--- src/rtl/uart_rx.sv ---
`default_nettype none
// ============================================================================
// Module      : uart_rx
// Description : 8N1 UART receiver. Mid-bit sampling, one-cycle valid and
//               framing-error strobes, stuck-low line recovery.
// Revision    : 1.0 - initial release
// ============================================================================
module uart_rx #(
    parameter int CLKS_PER_BIT = 16,
    parameter int CNT_W        = 16
) (
    input  logic       clk,
    input  logic       rst,
    input  logic       rx_in,
    output logic [7:0] data_out,
    output logic       data_valid,
    output logic       frame_err,
    output logic       busy
);

    localparam logic [CNT_W-1:0] c_half_last = CNT_W'(CLKS_PER_BIT / 2 - 1);
    localparam logic [CNT_W-1:0] c_bit_last  = CNT_W'(CLKS_PER_BIT - 1);

    typedef enum logic [2:0] {
        S_IDLE      = 3'd0,
        S_START     = 3'd1,
        S_DATA      = 3'd2,
        S_STOP      = 3'd3,
        S_WAIT_IDLE = 3'd4
    } state_t;

    state_t           r_state;
    logic [CNT_W-1:0] r_cnt;
    logic [3:0]       r_bit_idx;
    logic [7:0]       r_shift;
    logic [1:0]       r_sync;
    logic [7:0]       r_data_out;
    logic             r_data_valid;
    logic             r_frame_err;
    logic             r_busy;
    logic             w_rx_s;

    assign w_rx_s     = r_sync[1];
    assign data_out   = r_data_out;
    assign data_valid = r_data_valid;
    assign frame_err  = r_frame_err;
    assign busy       = r_busy;

    always_ff @(posedge clk) begin
        if (rst) begin
            r_state      <= S_IDLE;
            r_cnt        <= '0;
            r_bit_idx    <= 4'd0;
            r_shift      <= 8'h00;
            r_sync       <= 2'b11;
            r_data_out   <= 8'h00;
            r_data_valid <= 1'b0;
            r_frame_err  <= 1'b0;
            r_busy       <= 1'b0;
        end else begin
            r_sync       <= {r_sync[0], rx_in};
            r_data_valid <= 1'b0;
            r_frame_err  <= 1'b0;
            case (r_state)
                S_IDLE: begin
                    r_cnt     <= '0;
                    r_bit_idx <= 4'd0;
                    if (!w_rx_s) begin
                        r_state <= S_START;
                        r_busy  <= 1'b1;
                    end
                end
                S_START: begin
                    if (r_cnt == c_half_last) begin
                        r_cnt <= '0;
                        // A start bit that is high again at mid-bit was a glitch
                        if (!w_rx_s) begin
                            r_state   <= S_DATA;
                            r_bit_idx <= 4'd0;
                        end else begin
                            r_state <= S_IDLE;
                            r_busy  <= 1'b0;
                        end
                    end else begin
                        r_cnt <= r_cnt + 1'b1;
                    end
                end
                S_DATA: begin
                    if (r_cnt == c_bit_last) begin
                        r_cnt     <= '0;
                        r_shift   <= {w_rx_s, r_shift[7:1]};
                        r_bit_idx <= r_bit_idx + 4'd1;
                        if (r_bit_idx == 4'd7) begin
                            r_state <= S_STOP;
                        end
                    end else begin
                        r_cnt <= r_cnt + 1'b1;
                    end
                end
                S_STOP: begin
                    if (r_cnt == c_bit_last) begin
                        r_cnt <= '0;
                        // Leaving at the stop midpoint lets a zero-gap start edge be caught
                        if (w_rx_s) begin
                            r_data_out   <= r_shift;
                            r_data_valid <= 1'b1;
                            r_state      <= S_IDLE;
                            r_busy       <= 1'b0;
                        end else begin
                            r_frame_err <= 1'b1;
                            r_state     <= S_WAIT_IDLE;
                        end
                    end else begin
                        r_cnt <= r_cnt + 1'b1;
                    end
                end
                S_WAIT_IDLE: begin
                    r_cnt <= '0;
                    if (w_rx_s) begin
                        r_state <= S_IDLE;
                        r_busy  <= 1'b0;
                    end
                end
                default: begin
                    r_state <= S_IDLE;
                    r_cnt   <= '0;
                    r_busy  <= 1'b0;
                end
            endcase
        end
    end

endmodule
`default_nettype wire

--- config.mk ---
export PLATFORM = sky130hd
export DESIGN_NAME = uart_rx
export DESIGN_NICKNAME = d
export VERILOG_FILES = /design/src/rtl/uart_rx.sv
export SDC_FILE = /design/constraint.sdc
export NUM_CORES = 1
export LEC_CHECK = 0
export BUFFER_PORTS_ARGS = -buffer_cell sky130_fd_sc_hd__buf_2
export CAP_MARGIN = 20
export CORE_UTILIZATION = 31
export DETAILED_ROUTE_END_ITERATION = 10
export PLACE_DENSITY = 0.46
export SYNTH_ARGS = -nofsm -noshare
export SYNTH_HDL_FRONTEND = slang
export SYNTH_SLANG_ARGS = --single-unit
--- constraint.sdc ---
create_clock -name clk -period 2.7 [get_ports clk]
set_clock_uncertainty 0.05 [all_clocks]
set_input_delay 0.135 -clock clk [delete_from_list [all_inputs] [get_ports clk]]
set_output_delay 0.135 -clock clk [all_outputs]
set_load 0.01 [all_outputs]
Word-level counts from Yosys, hierarchy flattened
Cells that the tools add are included.
Widths: inputs -> output; s select.

word-level totals
  register bits = 44
  output and inout port bits = 11

cells by class
  $add $sub $neg = 2
  equality and inequality tests = 14
  muxes and demuxes = 23
  bitwise gates (word level) = 3
  reduce and logical (&&, ||, !) cells = 9

operators by type and width
  kind                   count
  $mux 16                2
  $pmux 16 s2            1
  $mux 3                 7
  $add 16x1->16 const B  1
  $eq 16x3->1 const B    1
  $eq 16x4->1 const B    1
  $pmux 3 s5             1
  $ne 2x2->1 const B     7
  $mux 4                 3
  $pmux 4 s3             1
  $reduce_and 4->1       2
  $eq 3x2->1 const B     2
  $mux 1                 6
  $reduce_and 6->1       1
  $pmux 1 s5             1
  $add 4x1->4 const B    1
  $eq 4x3->1 const B     1
  $eq 3x1->1 const B     1
  $eq 3x3->1 const B     1
  $logic_not 3->1        1
  $not 1->1              3
  $reduce_and 3->1       1
  $reduce_bool 3->1      1
  $reduce_or 3->1        1
  other kinds (3)        3

Longest topological paths before layout
  depth in word-level cells = 4
  depth in mapped cells = 7
  gate-level depth less buffers = 6

Least setup slack after synthesis
OpenSTA, ideal clock, no wires.

  kind = register to register
  from = register r_cnt[11]
  to = register r_shift[6]
  setup time = 128 ps
  arrival time = 1776 ps
  setup slack = 747 ps
  cell stages (with the launch flop) = 7
  path buffers = 1
  path through = dfxtp_1 -> or4_4 -> nor4_2 -> and2_1 -> buf_6 -> mux2i_1 -> nor2_1

on the way
  cells in the longest elaborated chain, start to end = 2

ends and longest elaborated chain
  what                               line  RTL
  start: declaration                 33    logic [CNT_W-1:0] r_cnt;
  start signal: assignment           85    r_cnt <= r_cnt + 1'b1;
  start signal: assignment           97    r_cnt <= r_cnt + 1'b1;
  start signal: assignment           114   r_cnt <= r_cnt + 1'b1;
  $eq 16x4->1                        89    if (r_cnt == c_bit_last) begin
  $reduce_and 2->1 (no source line)  -
  end signal: assignment             91    r_shift <= {w_rx_s, r_shift[7:1]};
  end: declaration                   35    logic [7:0] r_shift;

No other way between the ends.
A chain may end at the register's enable or synchronous reset.

Worst setup path in the final report
Same ends and word-level chain as after synthesis.

==> reports/qor.yml <==
status:
  outcome: "finished, final reports clean"
power_and_ir_drop:
  peakVddDrop_mv: 0.225
  cellLeakagePower_nw: 0.803
  powerDensity_mw_per_mm2: 503
clock_tree:
  postCtsResizedCells: 0
  root_buffer: "clkbuf_8"
  htreeDepth: 2
  cts.sinks: 44
  cts-buffers-inserted: 5
  clk_latency_ns: 0.29
  clk_pin_slew_ns: 0.08
  cts_setup_buffers: 0
  clock_path_buffers: 2
  tritoncts: "built"
worst_setup_path:
  crit_arrival_ns: 2.43
  cp_max_fo: 9
  reg2reg_setup_slack_ns: 0.38
  r2r_cells: 5
  worstSetupPathType: "flop to flop"
  cp_num_buf_inv: 0
  slowest_stage: "or4_4"
  rr_startpoint: "r_cnt[11]"
  r2r-end: "r_shift[6]"
  crit_family: "simple AND/OR/NAND/NOR gates"
  crit_chain: "or4_4, nor4_2, and2_1, mux2i_1, nor2_1"
  critPathCaptureType: "flop"
  startpoint_type: "flop"
  crit_required_ns: 2.81
  critPathMaxStageDelay_ns: 0.60
place:
  io_buffers: 13
  dpl_cell_area_mm2: 0.00203
  gp_congestion: 0.749
  dp_hpwl_mm: 2.47
synthesis:
  postSynth.asyncResetShare: 0
  yosys_warnings: 0
  synth_fp_nets: 205
  synth_edf_count: 0
  synth_ff_type: "dfxtp_1"
  synth.distinct_cells: 43
  avgSynthCellArea_um2: 9.55
  synthCells: 200
  synth-seq-area-share: 0.461
  syn_area_mm2: 0.00191
  synth-seq-cells: 44
job:
  cap_violations: 0
sta:
  max_freq_ghz: 0.431
  setup_viol_count_final: 0
  slew_headroom: 0.571
  worst_slew_pin_slew_ns: 0.639
  holdWs_ns: 0.260
  fin_crit_ns: 2.32
  rsz0062_at_grt: "false"
  hold_viol_final: 0
  finalCritPeriodShare: 0.860
  maxSlewViolCount: 0
  tns_ns: 0
final_layout:
  design_area_mm2: 0.00212
  fin_util: 0.358
  area_growth_syn_to_layout_pct: 10.8
  nets: 218
  layout-drive-gt1-share: 0.178
  diodes: 0
die:
  row_count: 28
  start_util: 0.323
  ios: 14
  die_y_um: 80.5
  dieArea_mm2: 0.00648
  die_w_um: 80.5
  coreArea_mm2: 0.00592
hold_path:
  hold_end: "r_shift[7]"
  whs_path_depth: 2
  worstHoldPathType: "input port to flop"
  hp-start: "rst"
global_route:
  grt_max_degree: 30
  grtUsageTotal: 0.127
  grt_antenna_before_repair: 0
  grt-ovfl-total: 0
  grt_pass1_wl_mm: 6.35
  grt_pass1_vias: 1278
route:
  ant_nets: 0
  dr_total_vias: 1391
  viasPerCell: 4.83
  wl_per_cell_um: 12.5
  drc: 0
  drtPass1Iterations: 4
  routed_wl_mm: 3.59
  drt-initial-drc-count: 46
state kept, by name, indices dropped and copies added, names as in the netlist:
register,cells
frame_err,1
r_bit_idx,4
r_shift,8
r_state,3
data_out,8
busy,1
data_valid,1
r_cnt,16
r_sync,2
worst max path at each step:
stage	endpoint	from	depth (start not counted)
after floorplan	r_shift[6]	r_cnt[11]	6
after global placement	r_shift[6]	r_cnt[11]	5
after detailed placement	r_shift[5]	r_cnt[11]	5
after CTS	r_shift[6]	r_cnt[11]	5
after global routing	r_shift[6]	r_cnt[0]	6
final	r_shift[6]	r_cnt[11]	5
what timing repair did:
item                                    CTS  global route
hold buffers                              1             0
hold endpoints to repair                  1             0
endpoints found under the setup margin    0             0
logic make-up (layout without fill, tap and decap cells):
family	after synthesis	count (layout)	synth area share
simple gates	95	95	0.265
mux	17	17	0.0891
compound gates	17	17	0.0786
xor+xnor	14	14	0.0642
buf+inv	11	24	0.0288
flops	44	44	0.461
fa+ha+maj	2	2	0.0131
synthesized netlist by cell type, types with 2 or more instances:
library cell  number  area share
dfxtp_1           44        0.46
nor2_1            44       0.086
mux2i_1           17       0.089
xor2_1             9       0.041
nand2_1            8       0.016
nand3_1            6       0.016
nor3_1             6       0.016
xnor2_1            5       0.023
clkbuf_1           4      0.0079
or2_2              4       0.013
a31oi_1            3      0.0098
and3_1             3      0.0098
nand3b_1           3       0.012
nor4_1             3      0.0098
nor4_2             3       0.020
or4_4              3       0.018
a21oi_1            2      0.0052
and4_1             2      0.0092
buf_2              2      0.0052
ha_1               2       0.013
inv_1              2      0.0039
nand4_1            2      0.0065
nand4b_1           2      0.0092
o21ai_0            2      0.0052
power by group:
part,total [mW],switching (mW),internal (mW)
clock network,0.384,0.208,0.176
registers,0.656,0.00457,0.651
logic,0.0249,0.0158,0.00911
cells in the final DEF (no fill, tap or decap), types with 2 or more instances in the layout:
master and instances:
xnor2_1 5, nand4b_1 2, dfxtp_1 44, buf_2 13, nand4_1 2, mux2i_1 17
or4_4 3, nor4_1 3, and3_1 3, and4_1 2, nand3b_1 3, nor3_1 6
a31oi_1 3, inv_1 2, clkbuf_8 5, or2_2 4, xor2_1 9, nand3_1 6
nand2_1 8, nor4_2 3, a21oi_1 2, ha_1 2, nor2_1 44, o21ai_0 2
per-stage QoR:
step	instances	power [mW]	setup slack (ns)
floorplan	200	0.689	0.747
global placement	280	0.696	0.411
detailed placement	280	0.695	0.384
CTS	288	1.09	0.355
global route	288	1.12	0.242
finish	288	1.07	0.378
metal layers:
metal  share of wire  track usage
met5               0            0
met4           0.012       0.0375
met3           0.040       0.0341
met2            0.41        0.185
met1            0.54        0.182
area by class of cell:
type | count | area [um^2]
well taps | 75 | 93.8
inverters | 2 | 7.51
flip-flops and latches | 44 | 881
clock buffers | 6 | 72.6
fillers | 609 | 3800
repair buffers | 15 | 82.6
clock inverters | 1 | 5.00
multi-input cells | 145 | 975
No activity file was read; power rests on OpenSTA's default activity.
